### src/rtl/audio_pkg.sv
// audio_pkg: definitions shared by the I2S DAC transmitter and the ADC receiver.
//   SAMPLE_BITS_DEF : default bits captured per channel.
//   stereo_t        : one stereo frame {left, right} at the default width.
//   i2s_state_t     : slot-tracking FSM states.
package audio_pkg;

    localparam int SAMPLE_BITS_DEF = 16;

    typedef struct packed {
        logic [SAMPLE_BITS_DEF-1:0] left;
        logic [SAMPLE_BITS_DEF-1:0] right;
    } stereo_t;

    typedef enum logic [1:0] {
        I2S_IDLE      = 2'd0,
        I2S_WAIT_LEFT = 2'd1,
        I2S_CAP_LEFT  = 2'd2,
        I2S_CAP_RIGHT = 2'd3
    } i2s_state_t;

endpackage

### src/rtl/sample_fifo.sv
// sample_fifo: synchronous show-ahead FIFO with count-based full/empty.
//   clk32, rst      : system clock, async active-high reset
//   flush           : synchronous empty (stored words are left in place)
//   push, push_data : write side; push is ignored when full with no pop
//   full            : DEPTH entries stored
//   pop             : consume head (ignored when empty)
//   valid, pop_data : head entry, presented before it is popped
module sample_fifo #(
    parameter int WIDTH = 32,
    parameter int DEPTH = 4
) (
    input  logic             clk32,
    input  logic             rst,
    input  logic             flush,
    input  logic             push,
    input  logic [WIDTH-1:0] push_data,
    output logic             full,
    input  logic             pop,
    output logic             valid,
    output logic [WIDTH-1:0] pop_data
);

    localparam int AW = $clog2(DEPTH);

    logic [WIDTH-1:0] mem [DEPTH];
    logic [AW-1:0]    wr_ptr;
    logic [AW-1:0]    rd_ptr;
    logic [AW:0]      count;
    logic             do_push;
    logic             do_pop;

    assign full     = (count == (AW+1)'(DEPTH));
    assign valid    = (count != '0);
    assign pop_data = mem[rd_ptr];

    // A pop frees a slot in the same cycle, so a full FIFO still accepts
    // a push that coincides with a pop.
    assign do_pop  = pop & valid;
    assign do_push = push & (~full | do_pop);

    always_ff @(posedge clk32 or posedge rst) begin
        if (rst) begin
            wr_ptr <= '0;
            rd_ptr <= '0;
            count  <= '0;
            for (int i = 0; i < DEPTH; i++) begin
                mem[i] <= '0;
            end
        end else if (flush) begin
            wr_ptr <= '0;
            rd_ptr <= '0;
            count  <= '0;
        end else begin
            if (do_push) begin
                mem[wr_ptr] <= push_data;
                wr_ptr      <= wr_ptr + 1'b1;
            end
            if (do_pop) begin
                rd_ptr <= rd_ptr + 1'b1;
            end
            case ({do_push, do_pop})
                2'b10:   count <= count + 1'b1;
                2'b01:   count <= count - 1'b1;
                default: count <= count;
            endcase
        end
    end

endmodule

### src/rtl/i2s_adc_rx.sv
// i2s_adc_rx: I2S receiver for the codec ADC path. Oversamples BCLK/LRCK/DATA
// on clk32, deserialises 16-bit stereo frames and queues them for the SoC.
//   clk32, rst                 : system clock, async active-high reset
//   bclk_i, lrck_i, adcdat_i   : codec pins (asynchronous); lrck 0 = left
//   enable_i                   : capture enable; low idles and flushes
//   sample_valid_o/ready_i     : head handshake, pop on valid & ready
//   left_o, right_o            : head stereo sample
//   overflow_o, frame_err_o    : sticky flags, cleared by flags_clr_i
//
// state      | meaning
// IDLE       | capture disabled
// WAIT_LEFT  | enabled, waiting for LRCK 1->0 to align on a left slot
// CAP_LEFT   | shifting left-slot bits
// CAP_RIGHT  | shifting right-slot bits
module i2s_adc_rx
    import audio_pkg::*;
#(
    parameter int SAMPLE_BITS = SAMPLE_BITS_DEF,
    parameter int FIFO_DEPTH  = 4,
    parameter int SYNC_STAGES = 2
) (
    input  logic                   clk32,
    input  logic                   rst,
    input  logic                   bclk_i,
    input  logic                   lrck_i,
    input  logic                   adcdat_i,
    input  logic                   enable_i,
    output logic                   sample_valid_o,
    input  logic                   sample_ready_i,
    output logic [SAMPLE_BITS-1:0] left_o,
    output logic [SAMPLE_BITS-1:0] right_o,
    output logic                   overflow_o,
    output logic                   frame_err_o,
    input  logic                   flags_clr_i
);

    localparam int CW = $clog2(SAMPLE_BITS + 1);
    localparam logic [CW-1:0] CNT_LAST = CW'(SAMPLE_BITS - 1);
    localparam logic [CW-1:0] CNT_FULL = CW'(SAMPLE_BITS);

    logic [SYNC_STAGES-1:0] bclk_sync, lrck_sync, dat_sync;
    logic                   bclk_prev, bit_stb, lr_s, dat_s;

    i2s_state_t             state;
    logic                   lr_prev;
    logic [CW-1:0]          cnt;
    logic [SAMPLE_BITS-1:0] shreg, hold_left, word_next;
    logic                   left_ok;

    logic                   lr_change, in_cap, slot_short;
    logic                   push, fifo_full, err_set, ovf_set;

    // LRCK and data are registered alongside the strobe so that all three
    // describe the same BCLK rise.
    always_ff @(posedge clk32 or posedge rst) begin
        if (rst) begin
            bclk_sync <= '0;
            lrck_sync <= '0;
            dat_sync  <= '0;
            bclk_prev <= 1'b0;
            bit_stb   <= 1'b0;
            lr_s      <= 1'b0;
            dat_s     <= 1'b0;
        end else begin
            bclk_sync <= {bclk_sync[SYNC_STAGES-2:0], bclk_i};
            lrck_sync <= {lrck_sync[SYNC_STAGES-2:0], lrck_i};
            dat_sync  <= {dat_sync[SYNC_STAGES-2:0], adcdat_i};
            bclk_prev <= bclk_sync[SYNC_STAGES-1];
            bit_stb   <= bclk_sync[SYNC_STAGES-1] & ~bclk_prev;
            lr_s      <= lrck_sync[SYNC_STAGES-1];
            dat_s     <= dat_sync[SYNC_STAGES-1];
        end
    end

    assign lr_change  = lr_s ^ lr_prev;
    assign word_next  = {shreg[SAMPLE_BITS-2:0], dat_s};
    assign in_cap     = (state == I2S_CAP_LEFT) || (state == I2S_CAP_RIGHT);
    assign slot_short = (cnt < CNT_FULL);

    // Push on the strobe carrying the last right bit so the frame is
    // visible at the FIFO head on the following cycle.
    assign push    = enable_i & bit_stb & (state == I2S_CAP_RIGHT) & ~lr_change
                   & (cnt == CNT_LAST) & left_ok;
    assign err_set = enable_i & bit_stb & in_cap & lr_change & slot_short;
    assign ovf_set = push & fifo_full & ~(sample_valid_o & sample_ready_i);

    always_ff @(posedge clk32 or posedge rst) begin
        if (rst) begin
            state     <= I2S_IDLE;
            lr_prev   <= 1'b0;
            cnt       <= '0;
            shreg     <= '0;
            hold_left <= '0;
            left_ok   <= 1'b0;
        end else begin
            // LRCK history is tracked even while idle so that enabling in
            // the middle of a slot never looks like a fresh edge.
            if (bit_stb) begin
                lr_prev <= lr_s;
            end
            if (!enable_i) begin
                state     <= I2S_IDLE;
                cnt       <= '0;
                shreg     <= '0;
                hold_left <= '0;
                left_ok   <= 1'b0;
            end else begin
                case (state)
                    I2S_IDLE: state <= I2S_WAIT_LEFT;
                    I2S_WAIT_LEFT: begin
                        if (bit_stb && lr_change && !lr_s) begin
                            state <= I2S_CAP_LEFT;
                            cnt   <= '0;
                        end
                    end
                    I2S_CAP_LEFT, I2S_CAP_RIGHT: begin
                        if (bit_stb && lr_change) begin
                            // This strobe is the I2S delay bit of the new slot.
                            cnt   <= '0;
                            shreg <= '0;
                            state <= lr_s ? I2S_CAP_RIGHT : I2S_CAP_LEFT;
                            if (slot_short) begin
                                left_ok <= 1'b0;
                            end
                        end else if (bit_stb && slot_short) begin
                            shreg <= word_next;
                            cnt   <= cnt + 1'b1;
                            if (cnt == CNT_LAST) begin
                                if (state == I2S_CAP_LEFT) begin
                                    hold_left <= word_next;
                                    left_ok   <= 1'b1;
                                end else begin
                                    left_ok   <= 1'b0;
                                end
                            end
                        end
                    end
                    default: state <= I2S_IDLE;
                endcase
            end
        end
    end

    always_ff @(posedge clk32 or posedge rst) begin
        if (rst) begin
            overflow_o  <= 1'b0;
            frame_err_o <= 1'b0;
        end else begin
            if (ovf_set) begin
                overflow_o <= 1'b1;
            end else if (flags_clr_i) begin
                overflow_o <= 1'b0;
            end
            if (err_set) begin
                frame_err_o <= 1'b1;
            end else if (flags_clr_i) begin
                frame_err_o <= 1'b0;
            end
        end
    end

    sample_fifo #(
        .WIDTH (2 * SAMPLE_BITS),
        .DEPTH (FIFO_DEPTH)
    ) u_fifo (
        .clk32     (clk32),
        .rst       (rst),
        .flush     (~enable_i),
        .push      (push),
        .push_data ({hold_left, word_next}),
        .full      (fifo_full),
        .pop       (sample_ready_i),
        .valid     (sample_valid_o),
        .pop_data  ({left_o, right_o})
    );

endmodule

### config.mk
export PLATFORM = sky130hd
export DESIGN_NAME = i2s_adc_rx
export DESIGN_NICKNAME = d
export VERILOG_FILES = /design/src/rtl/audio_pkg.sv /design/src/rtl/sample_fifo.sv /design/src/rtl/i2s_adc_rx.sv
export SDC_FILE = /design/constraint.sdc
export NUM_CORES = 1
export LEC_CHECK = 0
export ABC_AREA = 1
export CAP_MARGIN = 20
export CORE_ASPECT_RATIO = 0.6
export CORE_MARGIN = 5
export CORE_UTILIZATION = 45
export CTS_BUF_LIST = sky130_fd_sc_hd__clkbuf_16
export DETAILED_ROUTE_END_ITERATION = 6
export PLACE_DENSITY_LB_ADDON = 0.2
export SLEW_MARGIN = 20
export SYNTH_ARGS = -nofsm -noshare
export SYNTH_HDL_FRONTEND = slang
export SYNTH_SLANG_ARGS = --single-unit
### constraint.sdc
create_clock -name clk32 -period 9.5 [get_ports clk32]
set_input_delay 0.95 -clock clk32 [delete_from_list [all_inputs] [get_ports clk32]]
set_output_delay 0.95 -clock clk32 [all_outputs]
set_load 0.005 [all_outputs]
**Yosys cells after proc, flatten, opt, wreduce, memory -nomap -nowiden**

Cells that the tools add are included.

- Input bits: 8
- Output and inout bits: 35
- Flip-flop bits (word level): 187

- Bitwise gates (word level): 21
- $lt $le $gt $ge: 4
- Muxes and demuxes: 42
- Reductions and logical operators: 17
- Eq/ne operators: 22
- Add/subtract/negate cells: 5

Operators with widths:

| cell | count |
|---|---|
| bitwise mux 128 bit | 1 |
| two-way mux 16 bit | 6 |
| two-way mux 32 bit | 3 |
| binary-select mux 32 bit (select 2 bit) | 1 |
| demux 32 bit (select 2 bit) | 1 |
| two-way mux 15 bit | 4 |
| two-way mux 5 bit | 4 |
| two-way mux 2 bit | 7 |
| AND 1 bit | 13 |
| inequality test 2 x 1 -> 1 bit, second input constant | 6 |
| inequality test 3 x 1 -> 1 bit, second input constant | 4 |
| two-way mux 1 bit | 11 |
| one-hot mux 5 bit (2 select lines) | 1 |
| inequality test 3 bit, second input constant | 3 |
| equality test 2 bit, second input constant | 3 |
| >= comparator 3 bit, second input constant | 2 |
| inverter 2 -> 3 bit | 2 |
| one-hot mux 2 bit (3 select lines) | 1 |
| one-hot mux 3 bit (2 select lines) | 1 |
| AND reduction 2 bit | 3 |
| adder 5 x 1 -> 5 bit, second input constant | 1 |
| equality test 5 x 4 -> 1 bit, second input constant | 1 |
| < comparator 5 bit, second input constant | 1 |
| AND reduction 5 bit | 1 |
| other kinds (21) | 30 |

**Logic depth before layout (Yosys ltp)**

Gate-level depths: netlist of run 1.

- Word-level depth: 9
- Mapped depth: 15

**Cells and area by module**

A second synthesis of run 1 with hierarchy kept.

- Cell total of the unflattened synthesis: 1045
- Area total of the unflattened synthesis: 8823.5 sq um

Modules (own cells, without submodules):

| module | times used | cells an instance | area an instance (sq um) |
|---|---|---|---|
| sample_fifo | 1 | 797 | 6436.2 |
| i2s_adc_rx | 1 | 248 | 2387.3 |

**Worst setup path before layout of run 1**

Ideal clock, no wire load.

- Path type: input to register
- Start point: input port enable_i
- End point: register u_fifo.count[2]
- Setup slack: 7.054 ns
- Required time: 9.434 ns
- Arrival: 2.380 ns
- Cell stages on the path: 12
- Buffers on the path: 1
- Cells stage by stage: buf_2 -> nand2_1 -> inv_1 -> nand3_1 -> nand2_1 -> inv_1 -> fa_1 -> xor2_1 -> nand3b_1 -> nand2_1 -> nand3_1 -> nand2_1

- Word-level cells in the longest chain between the ends: 9
- Elaborated cells between the ends (all ways): 11
- Classes of those cells: 3 x eq/ne; 2 x mux; 6 x bitwise

RTL lines:

| item | RTL line | source |
|---|---|---|
| start: declaration | i2s_adc_rx.sv:27 | `input logic enable_i,` |
| AND 1 bit (3 in series) | i2s_adc_rx.sv:82 | `assign push = enable_i & bit_stb & (state == I2S_CAP_RIGHT) & ~lr_change` |
| AND 1 bit (2 in series) | i2s_adc_rx.sv:83 | `& (cnt == CNT_LAST) & left_ok;` |
| AND 1 bit | sample_fifo.sv:39 | `assign do_push = push & (~full \| do_pop);` |
| equality test 2 x 1 -> 1 bit or equality test 2 bit (tied branches) | sample_fifo.sv:61 | `case ({do_push, do_pop})` |
| one-hot mux 3 bit (2 select lines) | sample_fifo.sv:61 |  |
| two-way mux 3 bit | sample_fifo.sv:49 | `end else if (flush) begin` |
| end signal: assignment | sample_fifo.sv:62 | `2'b10: count <= count + 1'b1;` |
| end signal: assignment | sample_fifo.sv:63 | `2'b01: count <= count - 1'b1;` |
| end signal: assignment | sample_fifo.sv:64 | `default: count <= count;` |
| end: declaration | sample_fifo.sv:28 | `logic [AW:0] count;` |

Several ways; a longest one is shown, not always the timed one.
A chain may end at the register's enable or synchronous reset.

**Final worst setup path of run 1**

- Start point: register u_fifo.rd_ptr[1]
- End point: output port left_o[4]

- Word-level cells in the longest chain between the ends: 4

RTL lines:

| item | RTL line | source |
|---|---|---|
| start: declaration | sample_fifo.sv:27 | `logic [AW-1:0] rd_ptr;` |
| start signal: assignment | sample_fifo.sv:59 | `rd_ptr <= rd_ptr + 1'b1;` |
| inverter 2 -> 3 bit (not written as such) | sample_fifo.sv:34 | `assign pop_data = mem[rd_ptr];` |
| binary-select mux 32 bit (select 2 bit) | sample_fifo.sv:34 |  |
| two-way mux 32 bit (not written as such) (2 in series) | sample_fifo.sv:34 |  |
| end: declaration | i2s_adc_rx.sv:30 | `output logic [SAMPLE_BITS-1:0] left_o,` |

No other way between the ends. The select of a mux whose other input is x is not followed.

==> results of run 1 <==
==> worst reg2reg max path, stage by stage (launching register included) <==
cell and delay, ns:
dfrtp_1 0.39, ha_1 0.19, nand2_1 0.06, nor2_1 0.08, ha_1 0.19, nand2_1 0.07
nor2_1 0.13, nand2_1 0.10, nor2_4 0.13, nand2_4 0.36, buf_4 0.54, nor2_2 0.46
buf_4 0.39, nand2_1 0.13, nand2_1 0.10
==> layout make-up <==
type / count / area, µm²
well taps: 246 / 308
repair buffers: 55 / 518
clock inverters: 15 / 130
flip-flops and latches: 187 / 4680
inverters: 46 / 180
fillers: 1762 / 9230
clock buffers: 17 / 425
multi-input cells: 744 / 3360
==> where the power goes <==
group          leakage [µW]  switching (µW)  internal [µW]
clock              0.000263             350            345
sequential          0.00258            22.7            815
combinational       0.00213             221            160
total               0.00497             593           1320
==> routing by layer <==
layer,vias to the layer above,GRT usage (%),part of all wire (%)
li1,3422,-,-
met1,3401,33.1,52
met2,213,30.7,41
met3,18,4.12,5.6
met4,0,4.69,0.90
met5,-,0,0
==> state kept, by name, indices dropped and copies added (netlist names), 3 cells and up <==
register and count:
u_fifo.mem 128, hold_left 16, cnt 5, shreg 15
u_fifo.count 3
==> cells in the mapped netlist (2+ instances only) <==
cell	instances	share of area, %
buf_1	2	0.088
o21a_1	4	0.35
nand3_1	29	1.7
buf_2	13	0.76
a21oi_1	5	0.29
buf_4	2	0.18
o21ai_0	226	13
o21ai_1	6	0.35
clkbuf_1	50	2.2
nand2_1	342	15
buf_6	3	0.40
nor2_1	78	3.4
nor2_2	3	0.22
ha_1	6	0.88
o22ai_1	33	2.4
inv_1	45	2.0
dfrtp_1	187	55
xor2_1	2	0.21
==> kinds of logic after synthesis <==
kind of cell	after synthesis	synth area share [%]
buf+inv	116	5.65
compound gates	276	16.9
simple gates	459	21.2
flops	187	54.9
fa+ha+maj	7	1.12
xor+xnor	2	0.206
==> metrics by stage <==
stage | power [µW] | hold slack [ns] | instances
4_1_cts | 1920 | 0.352 | 1310
3_3_place_gp | 1230 | 0.335 | 1278
3_5_place_dp | 1230 | 0.335 | 1278
6_report | 1910 | 0.352 | 1310
5_1_grt | 2010 | 0.365 | 1310
2_1_floorplan | 1060 | 0.331 | 1047
==> worst min path at each step <==
| stage | startpoint | end |
|---|---|---|
| global placement | bclk_sync[0] | bclk_sync[1] |
| CTS | dat_sync[1] | dat_s |
| detailed placement | dat_sync[1] | dat_s |
| floorplan | bclk_sync[0] | bclk_sync[1] |
| finish | dat_sync[1] | dat_s |
| global route | dat_sync[1] | dat_s |
==> results.ini, run 1 <==
[floorplanning]
fp.dieW_um = 188
design.die.area_um2 = 21900
initial_core_util_pct = 45.2
coreArea_um2 = 18800
num_io_pins = 43
die_h_um = 117
row_count = 39

[grt]
grt_usage_pct = 21.2
grt_pass1_wl_um = 36900
grt_pass1_vias = 6726
antenna_found_initial = 0
grt_max_degree = 136
grt.overflow.total = 0

[finish]
num_antenna_cells = 0
nets = 1066
finalInstanceArea_um2 = 9600
syn_to_final_growth_pct = 12.7
drive_above_1_share_pct = 5.26
final_cell_mix = nand2_1 (342), o21ai_0 (226), dfrtp_1 (186)
post-route-util_pct = 51.0
final_common_cell = nand2_1

[clock_tree]
worstSkewPairLatency_ns = 0.44
cts_tree = built
cts_max_level = 4
cts_resized = 0
cts_buffer_depth = 2
holdBufCountCts = 0
post_cts_buffers = 0
clock_sinks = 187
clk_pin_slew_ns = 0.07
cts_root_buf = clkbuf_16
cts_buffers = 17

[placed_design]
gp_congestion = 0.784
dp_hpwl_um = 13100
pre_cts_slack_ns = 5.26
place_area_um2 = 9050
portBuffers = 42

[routing]
drt_iter0_markers = 688
antenna_left = 0
avgRoutedWirePerCell_um = 17.1
drc = 0
vias = 7054
vias_per_cell = 5.38
wirelength_um = 22400
firstDrtPassIters = 7

[sta]
fin_setup_tns_ns = 0
rsz0062_at_grt = no
min_period_ns = 4.12
max_freq_mhz = 243
slew_headroom_pct = 26.8
finalCritPeriodShare_pct = 43.3
worst_pin_slew_ns = 1.09
fin_ws_ns = 5.38
skew_ns = 0.0161
setup_viol = 0
finalHoldViolCount = 0
report.final.slew_viol_count = 0

[yosys]
synth_nets = 1062
async_flop_share_pct = 100
syn_avg_cell_area_um2 = 8.14
yosysUniqueCellTypes = 29
synth_area_um2 = 8520
synth_cells = 1047
synth_edf_count = 0
synthFlopType = dfrtp_1
synth-seq-area-share_pct = 54.9
ys_ff_latch = 187
yosys_warnings = 0

[setup_path]
rrSetupSlack_ns = 6.11
crit_path_end = left_o[4]
path_delay_family = buffers and inverters
r2r-end = u_fifo.mem[74]
cp_max_fo = 34
critPathKind = reg -> out
critPathArrivalTime_ns = 3.17
crit_start = u_fifo.rd_ptr[1]
worstSetupStartpointType = flop
cp_slowest_cell = clkinv_1
end_kind = output pin
critical_path.max_stage_delay_ns = 0.97
crit_chain = buf_4, clkinv_1, o21ai_0, o22ai_1, clkdlybuf4s50_1
crit_buf_inv = 3
critical_path_depth = 5
reg2reg_depth = 14
r2r_start = cnt[0]
required_ns = 8.55

[pwr]
p_leak_uw = 0.00497
peakVddDrop_mv = 0.136
power_density_nw_per_um2 = 199

[hold_path]
hold_class = reg -> reg
hold_depth = 0

[outcome]
status = completed

[flow_run]
maxCapViolations = 0

Power figures use the tool's default switching activity.
==> run 2: changes to the inputs <==
Clock period 9.5 ns to 4.05 ns, I/O delays scaled along.
==> run 2 against run 1 <==
Net effect: power increased by 140%; clock skew fell by 0.0087 ns; cell count is 0.38% higher; sequential power up 140%; setup slack worse by 4.4 ns; critical path depth unchanged; flip-flop and latch count is the same; via count grew 0.23%; critical endpoint is now left_o[7]; largest cell class unchanged; largest power group unchanged.
==> results.ini, run 2 (same netlist as run 1, synthesis figures left out) <==
[outcome]
status = completed

[sta]
finalHoldViolCount = 0
setup_viol = 0
slew_headroom_pct = 41.0
report.final.slew_viol_count = 0
worst_pin_slew_ns = 0.883
finalCritPeriodShare_pct = 76.2
min_period_ns = 3.08
rsz0062_at_grt = no
max_freq_mhz = 324
skew_ns = 0.00736
fin_setup_tns_ns = 0

[placed_design]
dp_hpwl_um = 13400
portBuffers = 42
dp_cells = 1283
gp_congestion = 0.813
place_area_um2 = 9100

[setup_path]
r2r_start = cnt[0]
critPathArrivalTime_ns = 2.68
end_kind = output pin
crit_start = u_fifo.rd_ptr[0]
worstSetupStartpointType = flop
required_ns = 3.64
reg2reg_depth = 13
critical_path.max_stage_delay_ns = 0.64
rrSetupSlack_ns = 1.33
cp_max_fo = 46
crit_chain = inv_2, buf_4, o21ai_0, o22ai_1, clkdlybuf4s50_1
r2r-end = u_fifo.mem[61]
critPathKind = reg -> out
cp_slowest_cell = inv_2

[finish]
instances_no_fill = 1315
num_antenna_cells = 0
seq_area_um2 = 4680
final_cell_mix = nand2_1 (342), o21ai_0 (226), dfrtp_1 (186)
final_common_cell = nand2_1
largest_register_ffs = 128
drive_above_1_share_pct = 5.80
syn_to_final_growth_pct = 13.5
nets = 1071
finalInstanceArea_um2 = 9670
multiInputGateArea_um2 = 3360
top_regs = u_fifo.mem x128, hold_left x16, shreg x15
largest-register = u_fifo.mem
fill_cells = 1785

[grt]
grt_max_degree = 101
grt_usage_pct = 21.6
grt_pass1_wl_um = 37400
grt_pass1_vias = 6740
grt.overflow.total = 0
antenna_found_initial = 0

[clock_tree]
cts_tree = built
cts_root_buf = clkbuf_16
worstSkewPairLatency_ns = 0.43
clk_pin_slew_ns = 0.07
post_cts_buffers = 0
cts_resized = 0
cts_buffer_depth = 2
cts_buffers = 17
cts_max_level = 4
holdBufCountCts = 0
clock_sinks = 187

[floorplanning]
row_count = 39
num_io_pins = 43
design.die.area_um2 = 21900
coreArea_um2 = 18800
die_h_um = 117
initial_core_util_pct = 45.2
fp.dieW_um = 188

[routing]
drt_iter0_markers = 727
drc = 0
wirelength_um = 22900
vias_per_cell = 5.38
firstDrtPassIters = 5
antenna_left = 0
vias = 7070
avgRoutedWirePerCell_um = 17.4

[pwr]
p_leak_uw = 0.00500
power_density_nw_per_um2 = 466
peakVddDrop_mv = 0.318

[hold_path]
hold_class = reg -> reg
worstHoldStart = dat_sync[1]
hold_end = dat_s
hold_depth = 0

[flow_run]
maxCapViolations = 0

[run 2: layout make-up]
cell class	instances	share of cell area, %
clock buffers	17	4.40
clock inverters	15	1.44
inverters	46	1.82
multi-input cells	744	34.8
flip-flops and latches	187	48.4
well taps	246	3.18
repair buffers	60	6.00
[run 2: critical path: cells and delay by family, from the launching register on]
family	cells	cell delay [ns]
buffers and inverters	3	1.54
AOI/OAI and AO/OA	2	0.28
DFF	1	0.41
[run 2: report_power, final]
group,switching (µW),leakage [µW],internal (µW)
Combinational,518,0.00216,382
Clock,786,0.000268,858
Sequential,55.8,0.00258,1910
[run 2: how the worst max path moves through the flow]
stage | endpoint | slack, ns | cells past startpoint
after floorplan | bclk_prev | 1.24 | 1
after detailed placement | u_fifo.mem[40] | 1.39 | 13
after global routing | left_o[7] | 0.82 | 5
after CTS | left_o[7] | 0.98 | 5
after global placement | u_fifo.mem[44] | 1.41 | 10
final | left_o[7] | 0.97 | 5
[run 2: per-layer routing]
metal  up-vias  wire length [µm]  GRT usage [%]  share of wire, %
li1       3433                 -              -                 -
met1      3429             11800           33.6                51
met2       191              9620           31.6                42
met3        17              1320           4.15               5.8
met4         0               178           4.45              0.78
met5         -                 0              0                 0
[run 2: through the flow]
step | util (%) | power (µW) | hold slack [ns] | setup slack, ns
floorplan | - | 2490 | 0.331 | 1.24
global placement | 48.3 | 2910 | 0.332 | 1.41
detailed placement | 48.3 | 2900 | 0.335 | 1.39
CTS | 51.3 | 4540 | 0.351 | 0.983
global route | 51.4 | 4720 | 0.358 | 0.817
finish | 51.4 | 4510 | 0.349 | 0.966
==> run 3: changes to the inputs <==
Clock period 4.05 ns to 2.5 ns, I/O delays scaled along.
==> run 3 against run 2 <==
Net effect: global-route usage up 0.78 points; setup slack got worse by 0.91 ns; first-iteration DRC count is 10% lower; flip-flop and latch count stayed put; power rose by 71%; core utilization grew 1.3 points; cell count up 1.1%; routed wire length is 2.3% higher; combinational power grew 69%; via count is 2.2% higher; clock skew is 0.0051 ns higher; critical endpoint is now left_o[2]; largest power group unchanged; highest routed layer unchanged.
==> results.ini, run 3 (same netlist as run 1, synthesis figures left out) <==
[outcome]
status = completed

[sta]
skew_ns = 0.0125
report.final.slew_viol_count = 0
min_period_ns = 2.45
max_freq_mhz = 409
finalCritPeriodShare_pct = 97.9
setup_viol = 0
hold_slack_ns = 0.248
fin_setup_tns_ns = 0
finalHoldViolCount = 0
slew_headroom_pct = 56.8
worst_pin_slew_ns = 0.648

[routing]
drt_iter0_markers = 652
antenna_left = 0
wirelength_um = 23400
drc = 0
firstDrtPassIters = 5
avgRoutedWirePerCell_um = 17.6
vias_per_cell = 5.43
vias = 7223

[finish]
num_antenna_cells = 0
final_cell_mix = nand2_1 (342), o21ai_0 (226), dfrtp_1 (186)
largest_register_ffs = 128
final_common_cell = nand2_1
instances_no_fill = 1330
top_regs = u_fifo.mem x128, hold_left x16, shreg x15
largest-register = u_fifo.mem
post-route-util_pct = 52.7
syn_to_final_growth_pct = 16.4
nets = 1087
drive_above_1_share_pct = 7.29
fill_cells = 1768

[clock_tree]
cts_root_buf = clkbuf_16
clk_pin_slew_ns = 0.07
worstSkewPairLatency_ns = 0.44
holdBufCountCts = 0
cts_buffer_depth = 2
cts_max_level = 4
cts_buffers = 17
clock_sinks = 187
cts_tree = built

[grt]
grt_usage_pct = 22.4
antenna_found_initial = 0
grt_max_degree = 99
grt.overflow.total = 0
grt_pass1_vias = 6921
grt_pass1_wl_um = 38800

[floorplanning]
coreArea_um2 = 18800
design.die.area_um2 = 21900
fp.dieW_um = 188
initial_core_util_pct = 45.2
num_io_pins = 43
row_count = 39
die_h_um = 117

[pwr]
peakVddDrop_mv = 0.498
power_density_nw_per_um2 = 778
p_leak_uw = 0.00514

[setup_path]
cp_max_fo = 20
critPathArrivalTime_ns = 2.20
end_kind = output pin
worstSetupStartpointType = flop
rrSetupSlack_ns = 0.15
crit_chain = inv_1, buf_4, o21ai_0, o22ai_1, clkdlybuf4s50_1
required_ns = 2.25
critPathKind = reg -> out
critical_path.max_stage_delay_ns = 0.57
cp_slowest_cell = clkdlybuf4s50_1

[flow_run]
maxCapViolations = 0

[placed_design]
portBuffers = 42
gp_congestion = 0.814
dp_hpwl_um = 14300
dp_cells = 1298

[hold_path]
hold_class = in -> reg

[run 3: cell types whose count changed in the layout (fill, tap and decap cells not counted), sizes merged]
| cell | before | now |
|---|---|---|
| buf | 18 | 34 |
| bufinv | 1 | 5 |
| clkinv | 5 | 2 |
| clkinvlp | 5 | 3 |
[run 3: final cells by class]
cell class	count	area, µm²	area share, %
clock buffer	17	425	4.29
clock inverter	14	218	2.20
inverter	46	176	1.78
multi-input combinational	744	3370	34.0
sequential	187	4680	47.2
tap	246	308	3.10
timing repair buffer	76	737	7.43
[run 3: path summary, 6_finish.rpt]
check / start / depth (start not counted) / end
worst max register to register: cnt[0] / 15 / u_fifo.count[2]
min in group asynchronous: rst / 3 / u_fifo.mem[30]
worst max-delay path: u_fifo.rd_ptr[1] / 5 / left_o[2]
worst min-delay path: adcdat_i / 1 / dat_sync[0]
worst min register to register: bclk_sync[0] / 0 / bclk_sync[1]
max in group asynchronous: rst / 3 / u_fifo.mem[81]
[run 3: metal layers]
metal	wire, µm	GRT usage [%]
met4	231	5.96
met3	1370	4.39
met1	11700	34.1
met2	10100	32.8
met5	0	0
[run 3: worst max-delay path, delay by kind of cell (launching register included)]
kind,cells,cell delay (ns)
AO/OA/AOI/OAI,2,0.40
flip-flops,1,0.41
buffers and inverters,3,0.94
[run 3: power by group]
part	switching [µW]	internal [µW]
clock network	1220	1780
registers	101	3100
logic	859	663
[run 3: through the flow]
stage / instance area, µm² / setup slack (ns) / total power [µW]
after global placement: 9240 / 0.211 / 4760
after global routing: 9920 / -0.00175 / 8090
after detailed placement: 9240 / 0.174 / 4750
final: 9920 / 0.0526 / 7720
after CTS: 9890 / 0.0504 / 7750
after floorplan: 8520 / -0.156 / 4040
[run 3: timing repair]
action,4_1_cts,5_1_grt
resized for setup,1,6
endpoints found under the setup margin,1,8
endpoints found under the hold margin,0,0
setup buffers,0,1
pin swaps,0,2
